**src/rtl/ex_stage_unit.sv**
```systemverilog
// Execute stage: forwarding muxes, ALU, iterative multiplier and the EX/MEM register.
// A multi-cycle MUL holds the front of the pipe through stall_o while EX/MEM takes bubbles.
module ex_stage_unit #(
  parameter int MUL_LATENCY = 4
) (
  input  logic        clk_i,
  input  logic        rst_i,
  input  logic        valid_i,
  input  logic        flush_i,
  input  logic        ALUsrc_i,
  input  logic [1:0]  ALUOp_i,
  input  logic [31:0] instruction_i,
  input  logic [31:0] RS1data_i,
  input  logic [31:0] RS2data_i,
  input  logic [31:0] sign_ext_i,
  input  logic [4:0]  RDaddr_i,
  input  logic        MemWrite_i,
  input  logic        MemRead_i,
  input  logic        MemtoReg_i,
  input  logic        RegWrite_i,
  input  logic [1:0]  fwdA_i,
  input  logic [1:0]  fwdB_i,
  input  logic [31:0] exmem_data_i,
  input  logic [31:0] memwb_data_i,
  output logic        stall_o,
  output logic        valid_o,
  output logic [31:0] ALUresult_o,
  output logic [31:0] MemWdata_o,
  output logic [4:0]  RDaddr_o,
  output logic        MemWrite_o,
  output logic        MemRead_o,
  output logic        MemtoReg_o,
  output logic        RegWrite_o
);

  localparam logic [0:0] ST_IDLE  = 1'b0;
  localparam logic [0:0] ST_BUSY  = 1'b1;
  localparam logic       MUL_ITER = (MUL_LATENCY > 1) ? 1'b1 : 1'b0;
  localparam logic [4:0] CNT_INIT = (MUL_LATENCY > 1) ? 5'(MUL_LATENCY - 2) : 5'd0;

  function automatic logic [31:0] fwd_sel(input logic [1:0]  sel,
                                          input logic [31:0] idex_val,
                                          input logic [31:0] exmem_val,
                                          input logic [31:0] memwb_val);
    case (sel)
      2'b10:   fwd_sel = exmem_val;
      2'b01:   fwd_sel = memwb_val;
      default: fwd_sel = idex_val;
    endcase
  endfunction

  logic [6:0]  funct7_s;
  logic [2:0]  funct3_s;
  logic [31:0] op_a_s;
  logic [31:0] op_b_s;
  logic [31:0] rs2_fwd_s;
  logic [31:0] alu_res_s;
  logic [31:0] mul_prod_s;
  logic        is_mul_s;
  logic        start_mul_s;
  logic        unused_s;
  logic [0:0]  state_r;
  logic [4:0]  cnt_r;
  logic [31:0] mul_a_r;
  logic [31:0] mul_b_r;

  assign funct7_s   = instruction_i[31:25];
  assign funct3_s   = instruction_i[14:12];
  assign unused_s   = ^{instruction_i[24:15], instruction_i[11:0]};
  assign op_a_s     = fwd_sel(fwdA_i, RS1data_i, exmem_data_i, memwb_data_i);
  assign rs2_fwd_s  = fwd_sel(fwdB_i, RS2data_i, exmem_data_i, memwb_data_i);
  assign op_b_s     = ALUsrc_i ? sign_ext_i : rs2_fwd_s;
  // The multiplier only ever sees the operands captured at issue, never the live forwards.
  assign mul_prod_s = mul_a_r * mul_b_r;
  assign start_mul_s = valid_i & is_mul_s & MUL_ITER & (state_r == ST_IDLE) & ~flush_i;

  // ALU operation decode and single-cycle result
  always_comb begin
    alu_res_s = 32'd0;
    is_mul_s  = 1'b0;
    case (ALUOp_i)
      2'b00: alu_res_s = op_a_s + op_b_s;
      2'b01: alu_res_s = op_a_s - op_b_s;
      2'b10: begin
        case ({funct7_s, funct3_s})
          10'b0000000_000: alu_res_s = op_a_s + op_b_s;
          10'b0100000_000: alu_res_s = op_a_s - op_b_s;
          10'b0000000_111: alu_res_s = op_a_s & op_b_s;
          10'b0000000_100: alu_res_s = op_a_s ^ op_b_s;
          10'b0000000_001: alu_res_s = op_a_s << op_b_s[4:0];
          10'b0000001_000: begin
            alu_res_s = op_a_s * op_b_s;
            is_mul_s  = 1'b1;
          end
          default:         alu_res_s = 32'd0;
        endcase
      end
      2'b11: begin
        case (funct3_s)
          3'b000: alu_res_s = op_a_s + op_b_s;
          3'b101: begin
            if (funct7_s == 7'b0100000) begin
              alu_res_s = 32'($signed(op_a_s) >>> op_b_s[4:0]);
            end else begin
              alu_res_s = 32'd0;
            end
          end
          default: alu_res_s = 32'd0;
        endcase
      end
      default: alu_res_s = 32'd0;
    endcase
  end

  // Stall request: flush and reset always release the front of the pipe
  always_comb begin
    if (rst_i) begin
      stall_o = 1'b0;
    end else if (flush_i) begin
      stall_o = 1'b0;
    end else if (state_r == ST_BUSY) begin
      stall_o = (cnt_r != 5'd0);
    end else begin
      stall_o = start_mul_s;
    end
  end

  // Multiplier FSM and EX/MEM pipeline register; bubbles clear valid and side-effect controls only
  always_ff @(posedge clk_i or posedge rst_i) begin
    if (rst_i) begin
      state_r     <= ST_IDLE;
      cnt_r       <= 5'd0;
      mul_a_r     <= 32'd0;
      mul_b_r     <= 32'd0;
      valid_o     <= 1'b0;
      ALUresult_o <= 32'd0;
      MemWdata_o  <= 32'd0;
      RDaddr_o    <= 5'd0;
      MemWrite_o  <= 1'b0;
      MemRead_o   <= 1'b0;
      MemtoReg_o  <= 1'b0;
      RegWrite_o  <= 1'b0;
    end else if (flush_i) begin
      state_r    <= ST_IDLE;
      cnt_r      <= 5'd0;
      valid_o    <= 1'b0;
      RegWrite_o <= 1'b0;
      MemWrite_o <= 1'b0;
      MemRead_o  <= 1'b0;
    end else begin
      case (state_r)
        ST_BUSY: begin
          if (cnt_r != 5'd0) begin
            cnt_r      <= cnt_r - 5'd1;
            valid_o    <= 1'b0;
            RegWrite_o <= 1'b0;
            MemWrite_o <= 1'b0;
            MemRead_o  <= 1'b0;
          end else begin
            state_r     <= ST_IDLE;
            valid_o     <= valid_i;
            ALUresult_o <= mul_prod_s;
            MemWdata_o  <= rs2_fwd_s;
            RDaddr_o    <= RDaddr_i;
            MemWrite_o  <= MemWrite_i & valid_i;
            MemRead_o   <= MemRead_i & valid_i;
            MemtoReg_o  <= MemtoReg_i & valid_i;
            RegWrite_o  <= RegWrite_i & valid_i;
          end
        end
        default: begin
          if (start_mul_s) begin
            state_r    <= ST_BUSY;
            cnt_r      <= CNT_INIT;
            mul_a_r    <= op_a_s;
            mul_b_r    <= op_b_s;
            valid_o    <= 1'b0;
            RegWrite_o <= 1'b0;
            MemWrite_o <= 1'b0;
            MemRead_o  <= 1'b0;
          end else begin
            valid_o     <= valid_i;
            ALUresult_o <= alu_res_s;
            MemWdata_o  <= rs2_fwd_s;
            RDaddr_o    <= RDaddr_i;
            MemWrite_o  <= MemWrite_i & valid_i;
            MemRead_o   <= MemRead_i & valid_i;
            MemtoReg_o  <= MemtoReg_i & valid_i;
            RegWrite_o  <= RegWrite_i & valid_i;
          end
        end
      endcase
    end
  end

endmodule

```
**config.mk**
```make
export PLATFORM = sky130hd
export DESIGN_NAME = ex_stage_unit
export DESIGN_NICKNAME = d
export VERILOG_FILES = /design/src/rtl/ex_stage_unit.sv
export SDC_FILE = /design/constraint.sdc
export NUM_CORES = 2
export LEC_CHECK = 0
export ABC_AREA = 1
export BUFFER_PORTS_ARGS = -buffer_cell sky130_fd_sc_hd__buf_2
export CAP_MARGIN = 0
export CORE_MARGIN = 1.5
export CORE_UTILIZATION = 55
export DETAILED_ROUTE_END_ITERATION = 7
export PLACE_DENSITY = 0.83
export SLEW_MARGIN = 20
export SYNTH_ARGS = -nofsm -noshare
export SYNTH_HDL_FRONTEND = slang
export SYNTH_SLANG_ARGS = --single-unit
```
**constraint.sdc**
```tcl
create_clock -name clk_i -period 9.2 [get_ports clk_i]
set_input_delay 0 -clock clk_i [delete_from_list [all_inputs] [get_ports clk_i]]
set_output_delay 0 -clock clk_i [all_outputs]
set_load 0.02 [all_outputs]
```
==> impl_metrics.env <==
export IMPL_cpMostUsedCell="fa_1"
export IMPL_grt_pass1_wl_um=299000
export IMPL_synth_cells=6606
export IMPL_required_ns=9.54
export IMPL_postLayoutCoreUtil=0.609
export IMPL_period_needed_ns=8.32
export IMPL_fin_worst_skew_ns=0.0242
export IMPL_startpoint="fwdB_i[0]"
export IMPL_cap_viol_max_count=0
export IMPL_yosys_area_top_type_share=0.343
export IMPL_wl_um=200000
export IMPL_synth_edf_count=0
export IMPL_syn_nets=7952
export IMPL_violations="DRC"
export IMPL_ant_nets=0
export IMPL_place_hpwl_um=165000
export IMPL_hold_class="in2reg"
export IMPL_postSynth_asyncResetShare=1.00
export IMPL_drc=4
export IMPL_fp_coreArea_um2=85500
export IMPL_slowest_delay_ns=0.69
export IMPL_grt_max_degree=128
export IMPL_synth_area_um2=47700
export IMPL_worstMarginPinSlew_ns=1.30
export IMPL_synth_seq_cells=144
export IMPL_cts_tree="built"
export IMPL_htreeDepth=4
export IMPL_boundaryPins=287
export IMPL_crit_type="in2reg"
export IMPL_worstSkewPairLatency_ns=0.51
export IMPL_yosys_warnings=0
export IMPL_start_kind="input pin"
export IMPL_area_growth_pct=9.18
export IMPL_synth_seq_area_share=0.0755
export IMPL_yosys_top_cells_area="fa_1 (34%), nand2_1 (14%), inv_1 (10%), ha_1 (8.3%), dfrtp_1 (7.5%)"
export IMPL_clock_sinks=144
export IMPL_cts_hold_buf=70
export IMPL_first_pass_iters=8
export IMPL_fillers=7748
export IMPL_fin_setup_tns_ns=0
export IMPL_antenna_found_initial=14
export IMPL_vias=46800
export IMPL_num_rows=107
export IMPL_initial_core_util=0.558
export IMPL_place_congestion=1.05
export IMPL_min_period_over_period=0.905
export IMPL_slew_headroom=0.129
export IMPL_synth_avg_cell_area_um2=7.23
export IMPL_post_cts_buffers=0
export IMPL_rr_startpoint="mul_b_r[2]"
export IMPL_wl_per_cell_um=24.9
export IMPL_cts_clk_slew_worst_paths_ns=0.07
export IMPL_fp_dieH_um=298
export IMPL_grt_pass1_vias=48400
export IMPL_rsz0062_at_grt="no"
export IMPL_synth_most_common_cell="nand2_1"
export IMPL_final_hold_violation_count=0
export IMPL_hold_slack_ns=0.0343
export IMPL_synth_main_ff_cell="dfrtp_1"
export IMPL_vias_per_cell=5.83
export IMPL_finalSetupViolations=0
export IMPL_synth_largest_area_cell="fa_1"
export IMPL_nets=8200
export IMPL_slowest_stage="clkinv_1"
export IMPL_die_x_um=298
export IMPL_rrSetupSlack_ns=1.07
export IMPL_synth_distinct_cells=70
export IMPL_cts_buffer_depth=2
export IMPL_status="finished, violations left"
export IMPL_cp_arrival_ns=8.67
export IMPL_ctsResizeCount=0
export IMPL_yosys_top_cells_count="nand2_1 (1766), inv_1 (1311), fa_1 (818), nor2_1 (462), ha_1 (316)"
export IMPL_io_buffers=264
export IMPL_dieArea_um2=88600
export IMPL_final_layout_size_suffix_gt1_frac=0.108
export IMPL_finalInstanceArea_um2=52100
export IMPL_root_buffer="clkbuf_16"
export IMPL_grt_ovfl_total=0
export IMPL_track_usage=0.456
export IMPL_postPlaceCellArea_um2=50800
export IMPL_fmax_ghz=0.120
export IMPL_slew_viol_final=0
export IMPL_cp_end_kind="register"
export IMPL_dr_first_iter_drc_count=5136
export IMPL_crit_path_max_fanout=16
export IMPL_min_from="RS2data_i[27]"
export IMPL_cts_made_buffers=17
==> worst paths after layout <==
check                             endpoint  depth (start not counted)
max                        ALUresult_o[27]                         33
min                         MemWdata_o[27]                          3
max reg2reg                ALUresult_o[30]                         28
min reg2reg                    RDaddr_o[2]                          2
max in group asynchronous       mul_a_r[5]                          4
min in group asynchronous  ALUresult_o[16]                          3
==> cells in the final DEF, fill, tap and decap left out, types with 11 or more instances in the layout <==
master / instances
a21o_1: 11
a21oi_1: 214
a31oi_1: 12
buf_2: 264
buf_4: 216
clkbuf_16: 17
dfrtp_1: 143
dlygate4sd3_1: 70
fa_1: 818
ha_1: 316
inv_1: 1307
inv_2: 47
nand2_1: 1765
nand2_2: 32
nand3_1: 233
nand3_2: 38
nand3b_1: 13
nand4_1: 29
nor2_1: 461
nor3_1: 23
nor4_1: 11
o211ai_1: 29
o21ai_0: 271
o21ai_1: 87
o21ai_2: 32
o21ai_4: 11
o21bai_1: 13
o221ai_1: 17
o22ai_1: 32
or2_1: 20
or2_2: 34
xnor2_1: 46
xor2_1: 92
==> area by class of cell <==
| type | instances | area (um2) | share of cell area |
|---|---|---|---|
| sequential | 144 | 3600 | 0.0692 |
| clock buffer | 18 | 429 | 0.00823 |
| tap | 1144 | 1430 | 0.0275 |
| inverter | 1370 | 5160 | 0.0990 |
| timing repair buffer | 557 | 3780 | 0.0726 |
| clock inverter | 14 | 151 | 0.00291 |
| multi-input combinational | 4764 | 37500 | 0.720 |
| antenna | 9 | 22.5 | 0.000432 |
==> layer usage <==
metal / vias up / GRT usage / part of all wire
li1: 20400 / - / -
met5: - / 0 / 0.00053
met2: 2709 / 0.721 / 0.45
met1: 22900 / 0.559 / 0.37
met4: 10 / 0.254 / 0.067
met3: 746 / 0.132 / 0.11
==> cell families (layout without fill, tap and decap cells) <==
group / after synthesis / after routing / synth area share
compound gates: 802 / 802 / 0.0995
mux: 9 / 9 / 0.00189
simple gates: 2681 / 2681 / 0.233
fa+ha+maj: 1134 / 1134 / 0.426
xor+xnor: 138 / 138 / 0.0253
buf+inv: 1698 / 1959 / 0.139
other cells: 0 / 9 / 0
flops: 144 / 144 / 0.0755
==> flip-flops by register name (all words and copies together), names as in the netlist <==
signal / flops
MemtoReg_o: 1
valid_o: 1
MemRead_o: 1
cnt_r: 5
MemWdata_o: 32
RegWrite_o: 1
state_r: 1
ALUresult_o: 32
mul_a_r: 32
RDaddr_o: 5
mul_b_r: 32
MemWrite_o: 1
==> stage by stage <==
step                std cells  setup slack, ns
floorplan                6606             1.11
CTS                      8011             1.09
global route             8012            0.541
global placement         7909            0.658
finish                   8020            0.876
detailed placement       7909            0.582
==> critical path: cells and delay by family <==
| kind | cells | cell delay, ns |
|---|---|---|
| AND/OR/NAND/NOR | 10 | 1.96 |
| AO/OA/AOI/OAI | 4 | 0.64 |
| adder cells (fa/ha/maj) | 10 | 4.32 |
| buffers and inverters | 9 | 1.69 |
Power is not shown: default switching activity piles up to over one toggle a cycle in this logic, so the estimate is an artifact.
